===== src/rtl/mips_pkg.sv =====
// Shared widths and MEM/WB pipeline types for the MIPS-lite datapath.
package mips_pkg;
    localparam int DW        = 16;                  // datapath width
    localparam int RW        = 4;                   // register address width
    localparam int MEM_DEPTH = 32;                  // data memory words
    localparam int MEM_AW    = $clog2(MEM_DEPTH);   // word index width
    localparam int CNT_W     = 8;                   // load/store counter width

    // MEM/WB pipeline register contents
    typedef struct packed {
        logic          regwrite;
        logic          memtoreg;
        logic [RW-1:0] regw;
        logic [DW-1:0] ld_data;
        logic [DW-1:0] alu;
    } memwb_t;

    // Only even byte addresses that fall inside the array are legal.
    function automatic logic addr_ok(input logic [DW-1:0] a);
        return (a[DW-1:MEM_AW+1] == '0) && !a[0];
    endfunction
endpackage


===== src/rtl/mem_wb_stage_if.sv =====
// EX/MEM inputs, hazard controls and WB-side outputs of the MEM stage.
interface mem_wb_stage_if;
    import mips_pkg::*;

    logic             branch_m, memread_m, memwrite_m, regwrite_m, memtoreg_m;
    logic             zero_m;
    logic [DW-1:0]    alu_result_m;
    logic [DW-1:0]    store_data_m;
    logic [RW-1:0]    regw_m;
    logic             stall, flush;
    logic             pcsrc;
    logic             regwrite_w;
    logic [RW-1:0]    regw_w;
    logic [DW-1:0]    writedata_w;
    logic             mem_err;
    logic [CNT_W-1:0] ld_count, st_count;

    // Upstream pipeline / hazard unit side
    modport master (
        output branch_m, memread_m, memwrite_m, regwrite_m, memtoreg_m, zero_m,
               alu_result_m, store_data_m, regw_m, stall, flush,
        input  pcsrc, regwrite_w, regw_w, writedata_w, mem_err, ld_count, st_count
    );

    // MEM stage side
    modport slave (
        input  branch_m, memread_m, memwrite_m, regwrite_m, memtoreg_m, zero_m,
               alu_result_m, store_data_m, regw_m, stall, flush,
        output pcsrc, regwrite_w, regw_w, writedata_w, mem_err, ld_count, st_count
    );
endinterface


===== src/rtl/mem_wb_stage_data_mem.sv =====
// Data memory: synchronous write, asynchronous read, synchronous clear.
module data_mem
    import mips_pkg::*;
(
    input  logic              clk,
    input  logic              clear,
    input  logic              we,
    input  logic [MEM_AW-1:0] addr,
    input  logic [DW-1:0]     wdata,
    output logic [DW-1:0]     rdata
);
    logic [DW-1:0] mem [MEM_DEPTH];

    // Clear wipes every word and wins over a coincident write.
    always_ff @(posedge clk) begin
        if (!clear) begin
            for (int i = 0; i < MEM_DEPTH; i++) mem[i] <= '0;
        end else if (we) begin
            mem[addr] <= wdata;
        end
    end

    assign rdata = mem[addr];
endmodule


===== src/rtl/mem_wb_stage.sv =====
// MEM stage plus MEM/WB register: data memory access, writeback mux,
// load/store counters and sticky bad-address flag.
module mem_wb_stage
    import mips_pkg::*;
(
    input  logic          clk,
    input  logic          clear,
    mem_wb_stage_if.slave bus
);
    logic          ok, take, is_ld, is_st, we;
    logic [DW-1:0] rd_raw, rd_data;
    memwb_t        r, nxt;

    assign ok    = addr_ok(bus.alu_result_m);
    assign take  = !bus.stall && !bus.flush;
    // Read+write together is a store only.
    assign is_st = bus.memwrite_m;
    assign is_ld = bus.memread_m && !bus.memwrite_m;
    assign we    = is_st && ok && take;

    data_mem u_mem (
        .clk   (clk),
        .clear (clear),
        .we    (we),
        .addr  (bus.alu_result_m[MEM_AW:1]),
        .wdata (bus.store_data_m),
        .rdata (rd_raw)
    );

    assign rd_data   = ok ? rd_raw : '0;
    assign bus.pcsrc = bus.branch_m & bus.zero_m;

    // Next MEM/WB contents; a faulting load must not write the register file.
    always_comb begin
        nxt          = '0;
        nxt.regwrite = bus.regwrite_m && !(is_ld && !ok);
        nxt.memtoreg = bus.memtoreg_m;
        nxt.regw     = bus.regw_m;
        nxt.ld_data  = rd_data;
        nxt.alu      = bus.alu_result_m;
    end

    // MEM/WB register: flush inserts a bubble, stall holds.
    always_ff @(posedge clk) begin
        if (!clear)         r <= '0;
        else if (bus.flush) r <= '0;
        else if (!bus.stall) r <= nxt;
    end

    // Sticky error and completed-access counters, updated only on accepted cycles.
    always_ff @(posedge clk) begin
        if (!clear) begin
            bus.mem_err  <= 1'b0;
            bus.ld_count <= '0;
            bus.st_count <= '0;
        end else if (take) begin
            if ((bus.memread_m || bus.memwrite_m) && !ok) bus.mem_err <= 1'b1;
            if (is_ld && ok) bus.ld_count <= bus.ld_count + 1'b1;
            if (is_st && ok) bus.st_count <= bus.st_count + 1'b1;
        end
    end

    assign bus.regwrite_w  = r.regwrite;
    assign bus.regw_w      = r.regw;
    assign bus.writedata_w = r.memtoreg ? r.ld_data : r.alu;
endmodule


===== src/flat_wrapper.sv =====
// flat-port wrapper written by rule: the top's interface ports become plain ports
module mem_wb_stage_flat import mips_pkg::*;
  (clk, clear, bus_branch_m, bus_memread_m, bus_memwrite_m, bus_regwrite_m, bus_memtoreg_m, bus_zero_m, bus_alu_result_m, bus_store_data_m, bus_regw_m, bus_stall, bus_flush, bus_pcsrc, bus_regwrite_w, bus_regw_w, bus_writedata_w, bus_mem_err, bus_ld_count, bus_st_count);
  mem_wb_stage_if bus_i ();
  input  logic clk;
  input  logic clear;
  input wire logic [$bits(bus_i.branch_m)-1:0] bus_branch_m;
  input wire logic [$bits(bus_i.memread_m)-1:0] bus_memread_m;
  input wire logic [$bits(bus_i.memwrite_m)-1:0] bus_memwrite_m;
  input wire logic [$bits(bus_i.regwrite_m)-1:0] bus_regwrite_m;
  input wire logic [$bits(bus_i.memtoreg_m)-1:0] bus_memtoreg_m;
  input wire logic [$bits(bus_i.zero_m)-1:0] bus_zero_m;
  input wire logic [$bits(bus_i.alu_result_m)-1:0] bus_alu_result_m;
  input wire logic [$bits(bus_i.store_data_m)-1:0] bus_store_data_m;
  input wire logic [$bits(bus_i.regw_m)-1:0] bus_regw_m;
  input wire logic [$bits(bus_i.stall)-1:0] bus_stall;
  input wire logic [$bits(bus_i.flush)-1:0] bus_flush;
  output wire logic [$bits(bus_i.pcsrc)-1:0] bus_pcsrc;
  output wire logic [$bits(bus_i.regwrite_w)-1:0] bus_regwrite_w;
  output wire logic [$bits(bus_i.regw_w)-1:0] bus_regw_w;
  output wire logic [$bits(bus_i.writedata_w)-1:0] bus_writedata_w;
  output wire logic [$bits(bus_i.mem_err)-1:0] bus_mem_err;
  output wire logic [$bits(bus_i.ld_count)-1:0] bus_ld_count;
  output wire logic [$bits(bus_i.st_count)-1:0] bus_st_count;
  assign bus_i.branch_m = bus_branch_m;
  assign bus_i.memread_m = bus_memread_m;
  assign bus_i.memwrite_m = bus_memwrite_m;
  assign bus_i.regwrite_m = bus_regwrite_m;
  assign bus_i.memtoreg_m = bus_memtoreg_m;
  assign bus_i.zero_m = bus_zero_m;
  assign bus_i.alu_result_m = bus_alu_result_m;
  assign bus_i.store_data_m = bus_store_data_m;
  assign bus_i.regw_m = bus_regw_m;
  assign bus_i.stall = bus_stall;
  assign bus_i.flush = bus_flush;
  assign bus_pcsrc = bus_i.pcsrc;
  assign bus_regwrite_w = bus_i.regwrite_w;
  assign bus_regw_w = bus_i.regw_w;
  assign bus_writedata_w = bus_i.writedata_w;
  assign bus_mem_err = bus_i.mem_err;
  assign bus_ld_count = bus_i.ld_count;
  assign bus_st_count = bus_i.st_count;
  mem_wb_stage u_core (.clk(clk), .clear(clear), .bus(bus_i));
endmodule

===== config.mk =====
export PLATFORM = sky130hd
export DESIGN_NAME = mem_wb_stage_flat
export DESIGN_NICKNAME = d
export VERILOG_FILES = /design/src/rtl/mips_pkg.sv /design/src/rtl/mem_wb_stage_if.sv /design/src/rtl/mem_wb_stage_data_mem.sv /design/src/rtl/mem_wb_stage.sv /design/src/flat_wrapper.sv
export SDC_FILE = /design/constraint.sdc
export NUM_CORES = 1
export LEC_CHECK = 0
export ABC_AREA = 1
export CAP_MARGIN = 20
export CORE_MARGIN = 3
export CORE_UTILIZATION = 40
export DETAILED_ROUTE_END_ITERATION = 7
export GPL_ROUTABILITY_DRIVEN = 0
export GPL_TIMING_DRIVEN = 0
export PLACE_DENSITY_LB_ADDON = 0.1
export RECOVER_POWER = 25
export SLEW_MARGIN = 20
export SYNTH_ARGS = -nofsm -noshare
export SYNTH_HDL_FRONTEND = slang
export SYNTH_SLANG_ARGS = --single-unit

===== constraint.sdc =====
create_clock -name clk -period 5.73 [get_ports clk]
set_clock_uncertainty 0.05 [all_clocks]
set_input_delay 1.146 -clock clk [delete_from_list [all_inputs] [get_ports clk]]
set_output_delay 1.146 -clock clk [all_outputs]
set_load 0.05 [all_outputs]

* Word level (Yosys, flattened, before mapping)
Memory sizes are Yosys's and may differ from the RTL's.
Cells that the tools add are included.
** Cells by class
- Add/subtract/negate cells :: 2
- Multiply operators :: 0
- Divide/modulo/power cells :: 0
- Order comparisons :: 0
- Eq/ne operators :: 0
- Shift operators :: 0
- Muxes and demuxes :: 9
- Bitwise gates (word level) :: 2
- Reduce and logical (&&, ||, !) cells :: 22
** Operators with widths (count)
- $mux 16 :: 3
- $add 8x1->8 const B :: 2
- $reduce_or 16->1 :: 1
- $logic_not 10->1 :: 1
- $logic_and 1x1->1 :: 9
- $logic_not 1->1 :: 6
- $reduce_and 2->1 :: 3
- $mux 1 :: 5
- $mux 5 :: 1
- $reduce_or 2->1 :: 1
- $and 1x1->1 :: 1
- $logic_or 1x1->1 :: 1
- $not 1->1 :: 1
** Storage, ports and cells
- Flip-flop bits (word level) :: 55
- Latch bits :: 0
- Memory bits (writable) :: 512
- ROM bits :: 0
- Word-level logic and storage cells :: 44
- Memories :: 1
** Memory list
- u_core.u_mem.mem :: words 32, bits a word 16, read ports 1, clocked after Yosys merged registers in 0, write ports 32, line mem_wb_stage_data_mem.sv:12 : logic [DW-1:0] mem [MEM_DEPTH];

* Longest topological paths before layout
Gate-level depths: netlist of the first run.
- Word-level depth :: 9
- Mapped depth :: 14

* Hierarchy
From an unflattened synthesis of the first run, not the netlist that was laid out.
** Second synthesis, totals
- Cell total of the unflattened synthesis :: 3068
- Area, all modules :: 26549.2 um2
** Modules (own cells, without submodules)
- data_mem :: instances 1, cells each 2700, area an instance 23882.9 um2
- mem_wb_stage :: instances 1, cells each 368, area an instance 2666.3 um2

* Least setup slack after synthesis of the first run
No wires, ideal clock.
- Path type :: in2reg
- From :: input bus_alu_result_m[8]
- To :: memory u_core.u_mem.mem[11][0] (enable)
- Library setup time :: 0.372 ns
- Arrival :: 2.792 ns
- Data required time :: 5.308 ns
- Path slack :: 2.517 ns
- Stages on the path :: 9
- Path through :: nor2_1 > nand2_1 > nor2_2 > nand2_2 > nor3_4 > buf_12 > nand4_4 > buf_6 > nand2_1
** RTL lines
- start: declaration :: line flat_wrapper.sv:13 : input wire logic [$bits(bus_i.alu_result_m)-1:0] bus_alu_result_m;
- end: declaration :: line mem_wb_stage_data_mem.sv:12

==> impl_metrics.yaml, run 1 <==
grt:
  grt_max_degree: 17
  grt.total_usage: 0.294
  grt_overflow: 0
  grt_pass1_vias: 20900
  grt_first_pass_wirelength_um: 147000
  grt_antenna_before_repair: 6
timing:
  relSlewSlack: 0.191
  setup_violations: 0
  min_period_over_period: 0.770
  rsz0062_at_grt: "no"
  worst_pin_slew_ns: 1.21
  slew_viol_final: 0
  period_minus_slack_ns: 4.41
  timing.final.ws_setup_ns: 1.32
  setup_tns_ns: 0
  hold_viol: 0
  fmaxAchievable_mhz: 227
clocking:
  cts_hold_buf: 0
  path_clk_slew_ns: 0.06
  cts_buffer_depth: 3
  cts_tree: "built"
  clk-insertion-delay-late_ns: 0.61
  cts-root-buf: "clkbuf_16"
  cts.sinks: 567
  cts_made_buffers: 66
  post_cts_buffers: 0
  cts_resized: 0
  h-tree-depth: 3
logic_synthesis:
  synth_top_area_frac: 0.571
  syn-cell-area_um2: 26900
  syn-instance-count: 3031
  synth-xor-area-share: 0.00325
  synth_fa_ha_area_frac: 0.000930
  yosysSeqAreaShare: 0.612
  synth_top_family_by_area: "simple AND/OR/NAND/NOR gates"
  synth-simple-area-share: 0.318
  synth_cell_types: 30
  synth_top_area_cell: "edfxtp_1"
  async_flop_share: 0
  synth-compound-area-share: 0.0152
  syn_nets: 3079
  synth_mux_area_frac: 0.00126
  ys.flop_type: "edfxtp_1"
  synth_edf_count: 512
  yosys-top-cells-area: "edfxtp_1, nand2_1, nor2_1"
  ys_ff_latch: 567
  ys_warn_count: 0
  avgSynthCellArea_um2: 8.88
cells_and_area:
  area.growth.synth_to_final_pct: 12.8
  fill_cells: 6564
  fin_nets: 3230
  drive_gt1_frac: 0.0555
  stdcell_count: 4093
placed_design:
  port-buffer-count: 81
  dpl.cell_count: 3977
  dp_hpwl_um: 73000
  place_ws_ns: 1.08
power_and_ir_drop:
  power_density_nw_per_um2: 320
  peakVddDrop_uv: 172
  p_leak_nw: 13.0
worst_setup_path:
  critPathLaunchType: "input pin"
  path_common_cell: "nand2_1"
  required_ns: 5.91
  cp.arrival_ns: 4.59
  path_cells: "dlygate4sd3_1 -> nor2_1 -> nand2_1 -> nor2_2 -> nand2_1 -> nor3_4 -> buf_12 -> nand4_1 -> buf_6 -> nand2_1"
  critical_path_buf_inv_count: 3
  critical_path_class: "input pin to register"
  crit_family: "simple AND/OR/NAND/NOR gates"
  cp_max_fo: 16
  cp_slowest_cell: "nor3_4"
  max_stage_delay_ns: 0.66
  end_kind: "register"
routing:
  ant_nets: 0
  routed_wl_um: 105000
  first_pass_iters: 7
  drt_first_iter_violations: 2932
  vias: 22300
  drc: 0
  wire_per_inst_um: 25.7
  viasPerCell: 5.44
floorplanning:
  die_y_um: 265
  die-area_um2: 70400
  initial_core_util: 0.406
  core_um2: 66200
  die_w_um: 265
  rows: 94
  ios: 85
run:
  maxCapViolCount: 0
run_status:
  status: "finished, final reports clean"
worst_hold_path:
  hold_path.class: "register to register"
[state kept, by name (all words and copies together) (netlist names)]
signal and flops:
u_core.u_mem.mem 512, u_core.bus.mem_err 1, u_core.bus.regwrite_w 1, u_core.bus.st_count 8
u_core.bus.ld_count 8, u_core.r 33, u_core.bus.regw_w 4
[cell usage in the layout, fill, tap and decap left out, drive strengths merged]
| master | instances |
|---|---|
| clkbuf | 217 |
| ha | 2 |
| clkinv | 22 |
| buf | 85 |
| edfxtp | 512 |
| nor2 | 571 |
| a211oi | 5 |
| nand3 | 9 |
| nand4 | 37 |
| inv | 53 |
| nand2 | 1475 |
| o21ai | 28 |
| mux2 | 3 |
| dlygate4sd3 | 19 |
| dfxtp | 55 |
| a21oi | 46 |
| nor3 | 16 |
| xor2 | 3 |
| xnor2 | 7 |
| clkdlybuf4s50 | 62 |
| bufinv | 1 |
| diode | 1 |
[synth_stat cells (6+ instances only)]
master and instances:
a21oi_1 46, buf_1 15, buf_2 34, buf_4 6
buf_6 30, clkbuf_1 123, dfxtp_1 55, edfxtp_1 512
inv_1 46, nand2_1 1474, nand3_1 9, nand4_4 28
nor2_1 566, nor3_1 14, o21ai_0 28, xnor2_1 7
[worst register-to-register path, stage by stage (launching register included)]
cell	delay (ns)
edfxtp_1	0.37
nand2_1	0.07
nand2_1	0.11
nand2_1	0.10
nand2_1	0.08
nand2_1	0.14
nand2_1	0.08
nor2_1	0.39
nand2_1	0.17
nand2_1	0.10
a21oi_1	0.06
[final cells by class]
class                   instances  area, µm²  area share
multi-input cells            2202       8670       0.285
clock buffers                  89       1870      0.0615
plain buffers                 211       1110      0.0365
well taps                     864       1080      0.0356
repair buffers                 83        833      0.0274
flip-flops and latches        567      16500       0.543
inverters                      51        191     0.00630
clock inverters                25        143     0.00470
diodes                          1       2.50   0.0000824
[power by group]
group	leakage [nW]	switching (mW)	internal, mW	total [mW]
Clock	0.992	1.72	2.32	4.04
Sequential	5.30	0.0565	4.69	4.74
Combinational	6.75	0.743	0.199	0.942
Total	13.0	2.52	7.21	9.73
[per-layer routing]
metal	vias up	track usage	part of all wire	wire length, µm
met5	-	0.00946	0.0013	136
met4	8	0.160	0.061	6400
met3	297	0.0702	0.11	11600
met2	1288	0.451	0.44	45800
met1	10700	0.386	0.39	41100
li1	9945	-	-	-
[stage by stage]
stage	area [µm²]	hold slack, ns	total power, mW	utilization
2_1_floorplan	26900	0.378	5.30	-
3_3_place_gp	28800	0.388	5.74	0.435
3_5_place_dp	28800	0.395	5.75	0.435
4_1_cts	30800	0.403	9.74	0.466
5_1_grt	30400	0.421	9.96	0.459
6_report	30400	0.403	9.73	0.459
[kinds of logic after synthesis]
family,count (synthesis)
AND/OR/NAND/NOR,2108
flip-flops,567
AO/OA/AOI/OAI,79
XOR/XNOR,10
multiplexers,3
buffers and inverters,262
adder cells (fa/ha/maj),2
[worst paths after layout]
path,from,to,slack (ns),depth (start not counted)
max,bus_alu_result_m[8],u_core.u_mem.mem[3][1]$_SDFFCE_PN0P_,1.32,10
min,u_core.r[6]$_SDFFE_PP0N_,u_core.r[6]$_SDFFE_PP0N_,0.40,2
max reg2reg,u_core.u_mem.mem[30][14]$_SDFFCE_PN0P_,u_core.r[30]$_SDFFE_PP0N_,3.89,10
min reg2reg,u_core.r[6]$_SDFFE_PP0N_,u_core.r[6]$_SDFFE_PP0N_,0.40,2
Power figures use the tool's default switching activity.
==> inputs of run 2 (changes only) <==
clock period = 4.5 ns   (was 5.73 ns; I/O delays follow)
==> run 2 against run 1 <==
Effect of this change:
- utilization up 0.47 points
- critical path depth unchanged
- sequential share of layout area fell by 0.55 points
- hold slack better by 0.00055 ns
- die area did not move
- cell count did not move
- clock power grew 27%
- first-iteration DRC count decreased by 3.4%
- cell area rose by 1.0%
- power grew 27%
- via count grew 0.36%
==> impl_metrics.yaml, run 2 (synthesis results as in run 1) <==
worst_setup_path:
  critical_path_class: "input pin to register"
  path_common_cell: "nand2_1"
  regToRegEndpoint: "u_core.r[30]$_SDFFE_PP0N_"
  r2r_cells: 10
  crit_start: "bus_alu_result_m[8]"
  path_cells: "dlygate4sd3_1 -> nor2_1 -> nand2_1 -> nor2_2 -> nand2_1 -> nor3_4 -> buf_12 -> nand4_1 -> buf_6 -> nand2_1"
  required_ns: 4.68
  r2r_start: "u_core.u_mem.mem[30][14]$_SDFFCE_PN0P_"
  max_stage_delay_ns: 0.69
  end_kind: "register"
  rrSetupSlack_ns: 2.65
  critical_path_buf_inv_count: 3
  cp_slowest_cell: "nor3_4"
  cp.arrival_ns: 4.31
  cp_max_fo: 16
  crit_family: "simple AND/OR/NAND/NOR gates"
  critPathLaunchType: "input pin"
floorplanning:
  core_um2: 66200
  die_w_um: 265
  ios: 85
  die-area_um2: 70400
  rows: 94
  die_y_um: 265
  initial_core_util: 0.406
timing:
  worst_pin_slew_ns: 1.24
  period_minus_slack_ns: 4.13
  setup_tns_ns: 0
  slew_viol_final: 0
  min_period_over_period: 0.918
  setup_violations: 0
  rsz0062_at_grt: "no"
  hold_viol: 0
  fmaxAchievable_mhz: 242
  relSlewSlack: 0.172
  whs_ns: 0.403
routing:
  routed_wl_um: 105000
  drt_first_iter_violations: 2832
  wire_per_inst_um: 25.7
  drc: 0
  viasPerCell: 5.46
  vias: 22400
  first_pass_iters: 8
  ant_nets: 0
grt:
  grt.total_usage: 0.294
  grt_antenna_before_repair: 6
  grt_overflow: 0
  grt_max_degree: 17
  grt_first_pass_wirelength_um: 147000
  grt_pass1_vias: 20900
worst_hold_path:
  hold_path_startpoint: "u_core.r[6]$_SDFFE_PP0N_"
  hold_path.class: "register to register"
  hold_depth: 2
  hold_path_end: "u_core.r[6]$_SDFFE_PP0N_"
cells_and_area:
  drive_gt1_frac: 0.0626
  largestRegisters: "u_core.u_mem.mem (512), u_core.r (33)"
  top_register: "u_core.u_mem.mem"
  fill_cells: 6524
  final_common_cell: "nand2_1"
  area.growth.synth_to_final_pct: 14.0
  stdcell_count: 4093
  largest_register_ffs: 512
  final_cell_mix: "nand2_1, nor2_1, edfxtp_1, clkbuf_1, clkbuf_16"
  fin_nets: 3230
  final_core_util: 0.463
placed_design:
  dpl.cell_count: 3977
  port-buffer-count: 81
  dp_hpwl_um: 73000
clocking:
  cts_made_buffers: 66
  clk-insertion-delay-late_ns: 0.62
  path_clk_slew_ns: 0.06
  cts_hold_buf: 0
  h-tree-depth: 3
  cts_tree: "built"
  cts_resized: 0
  cts_buffer_depth: 3
  post_cts_buffers: 0
  cts.sinks: 567
  cts-root-buf: "clkbuf_16"
power_and_ir_drop:
  peakVddDrop_uv: 221
  power_density_nw_per_um2: 404
  p_leak_nw: 13.2
run:
  maxCapViolCount: 0
run_status:
  status: "finished, final reports clean"
-- run 2: changes by cell type in the layout (fill, tap and decap cells not counted) --
cell / previous run / this run
buf_6: 28 / 30
nand4_2: 1 / 3
clkbuf_1: 133 / 131
nand4_1: 36 / 15
nand4_4: 0 / 19
-- run 2: through the flow --
step	power, mW	setup WS, ns	area, µm²
floorplan	6.75	1.53	26900
global placement	7.31	0.114	28800
CTS	12.4	0.708	30800
finish	12.4	0.370	30700
detailed placement	7.33	0.0970	28800
global route	12.7	0.279	30700
-- run 2: area by class of cell --
class | count | area (µm²) | share of cell area
Timing Repair Buffer | 83 | 833 | 0.0272
Multi-Input combinational cell | 2202 | 8960 | 0.292
Antenna cell | 1 | 2.50 | 0.0000816
Clock buffer | 89 | 1870 | 0.0608
Inverter | 51 | 191 | 0.00624
Sequential cell | 567 | 16500 | 0.537
Clock inverter | 25 | 143 | 0.00465
Buffer | 211 | 1120 | 0.0366
Tap cell | 864 | 1080 | 0.0352
-- run 2: how the worst max path moves through the flow --
stage | slack (ns) | endpoint | cells past startpoint
floorplan | 1.53 | u_core.u_mem.mem[11][0]$_SDFFCE_PN0P_ | 9
global placement | 0.11 | u_core.u_mem.mem[8][2]$_SDFFCE_PN0P_ | 7
detailed placement | 0.1 | u_core.u_mem.mem[8][0]$_SDFFCE_PN0P_ | 7
CTS | 0.71 | u_core.u_mem.mem[8][5]$_SDFFCE_PN0P_ | 7
global route | 0.28 | u_core.u_mem.mem[27][0]$_SDFFCE_PN0P_ | 10
finish | 0.37 | u_core.u_mem.mem[15][13]$_SDFFCE_PN0P_ | 10
-- run 2: report_power, final --
part           internal (mW)  switching (mW)  total [mW]
Clock                   2.95            2.18        5.13
Combinational          0.253           0.960        1.21
Sequential              5.97          0.0718        6.04
-- run 2: worst min-delay path, cell delays in order (launching register included) --
cell     delay, ns
dfxtp_1       0.30
inv_1         0.05
a21oi_1       0.06
-- run 2: layer usage --
layer  vias up  share of wire  track usage
li1       9948              -            -
met2      1402           0.44        0.451
met5         -         0.0013      0.00946
met4         8          0.062        0.160
met1     10700           0.39        0.386
met3       318           0.11       0.0702
==> RTL edit (flow settings as in run 2) <==
`CNT_W`: 8 -> 10.
--- a/src/rtl/mips_pkg.sv
+++ b/src/rtl/mips_pkg.sv
@@ -4,7 +4,7 @@
     localparam int RW        = 4;                   // register address width
     localparam int MEM_DEPTH = 32;                  // data memory words
     localparam int MEM_AW    = $clog2(MEM_DEPTH);   // word index width
-    localparam int CNT_W     = 8;                   // load/store counter width
+    localparam int CNT_W     = 10;                   // load/store counter width
 
     // MEM/WB pipeline register contents
     typedef struct packed {
Ports: changed (resized bus_ld_count and bus_st_count); port bits go from 85 to 89. No check against the original RTL was run, so the function may have changed too.
==> RTL edit against run 2 <==
- synthesized cell count grew 1.7%
- highest routed layer unchanged
- setup slack gained 0.059 ns
- synthesized area grew 2.9%
- power grew 1.5%
- routed wire length grew 3.0%
- clock power grew 2%
- cell area grew 2.8%
- count of clock-buffer cells in the layout shrank 1
- die area grew 2.9%
- sequential cell count grew 4
- largest cell class unchanged
==> RTL edit: results (changes against run 2) <==
worst hold start=u_core.r[16]$_SDFFE_PP0N_; synth unique cells=29 (-3.3%); met2 wire len=44800 um (-2.0%); Final nets=3286 (+1.7%); final HPWL from detailed placement=74700 um (+2.3%); reported net switching power=3.32 mW (+3.3%); number of global-route vias before repair=21300 (+2.1%); synthesized area per cell=8.99 um2 (+1.2%); Synth Area in Compound Gates=1.28% (-0.23 points); top cells by area, synth=sky130_fd_sc_hd__edfxtp_1 (56%), sky130_fd_sc_hd__nand2_1 (21%), sky130_fd_sc_hd__nor2_2 (6.1%); outcome=completed; number of buffers created by CTS=67 (+1.5%); Reg power frac=48.3% (-0.5 points); dpl cell area=0.0297 mm2 (+3.1%); routed wire length=108000 um (+3.0%); number of fill cells in the layout=6626 (+1.6%); Iteration-0 DRC Markers=2880 (+1.7%); post-route worst hold slack=0.417 ns (+0.0138 ns); top achievable clock speed=246 MHz (+1.4%); crit path to=u_core.u_mem.mem[31][4]$_SDFFCE_PN0P_; per-cell via count in the routed design=5.36 (-1.8%); worst supply voltage drop on vdd=0.258 mV (+17%); hold-critical path endpoint=u_core.r[16]$_SDFFE_PP0N_; worst reg2reg path startpoint=u_core.u_mem.mem[11][3]$_SDFFCE_PN0P_; top post-synthesis cells by count=sky130_fd_sc_hd__nand2_1 (1548), sky130_fd_sc_hd__edfxtp_1 (512), sky130_fd_sc_hd__nor2_1 (296), sky130_fd_sc_hd__nor2_2 (270), sky130_fd_sc_hd__clkbuf_1 (123); M2 GR Usage=42.2% (-3.0 points); Total GRT Usage=29.2% (-0.20 points); setup slack of the most critical reg-to-reg path=2.45 ns (-0.20 ns); fraction of the mapped netlist area in adder cells=0.0903% (-0.0026 points); Port-buffer cells=84 (+3.7%); share of final-layout standard cells stronger than drive strength 1=13.8% (+7.6 points); Data arrival, critical path=4.25 ns (-0.06 ns); syn nets=3130 (+1.7%); antenna violations before repair=5 (-1); Crit-path slowest cell=sky130_fd_sc_hd__nor3_1; DRT met1 WL=42900 um (+4.9%)
[RTL edit: cell types whose count changed in the layout (fill, tap and decap cells not counted), moves of 18 or more]
cell	before	now
sky130_fd_sc_hd__nor2_1	566	302
sky130_fd_sc_hd__nor2_2	1	264
sky130_fd_sc_hd__nand3_1	9	31
sky130_fd_sc_hd__nand4_4	19	0
sky130_fd_sc_hd__nand2_1	1475	1548
sky130_fd_sc_hd__clkdlybuf4s50_1	62	80
[RTL edit: area by class of cell]
| cell class | count | area [um2] | share of cell area (%) |
|---|---|---|---|
| Sequential cell | 571 | 16600 | 52.5 |
| Buffer | 208 | 1130 | 3.58 |
| Inverter | 39 | 146 | 0.464 |
| Clock inverter | 34 | 264 | 0.837 |
| Antenna cell | 4 | 10.0 | 0.0317 |
| Timing Repair Buffer | 87 | 875 | 2.77 |
| Clock buffer | 88 | 1800 | 5.70 |
| Tap cell | 921 | 1150 | 3.66 |
| Multi-Input combinational cell | 2264 | 9600 | 30.4 |
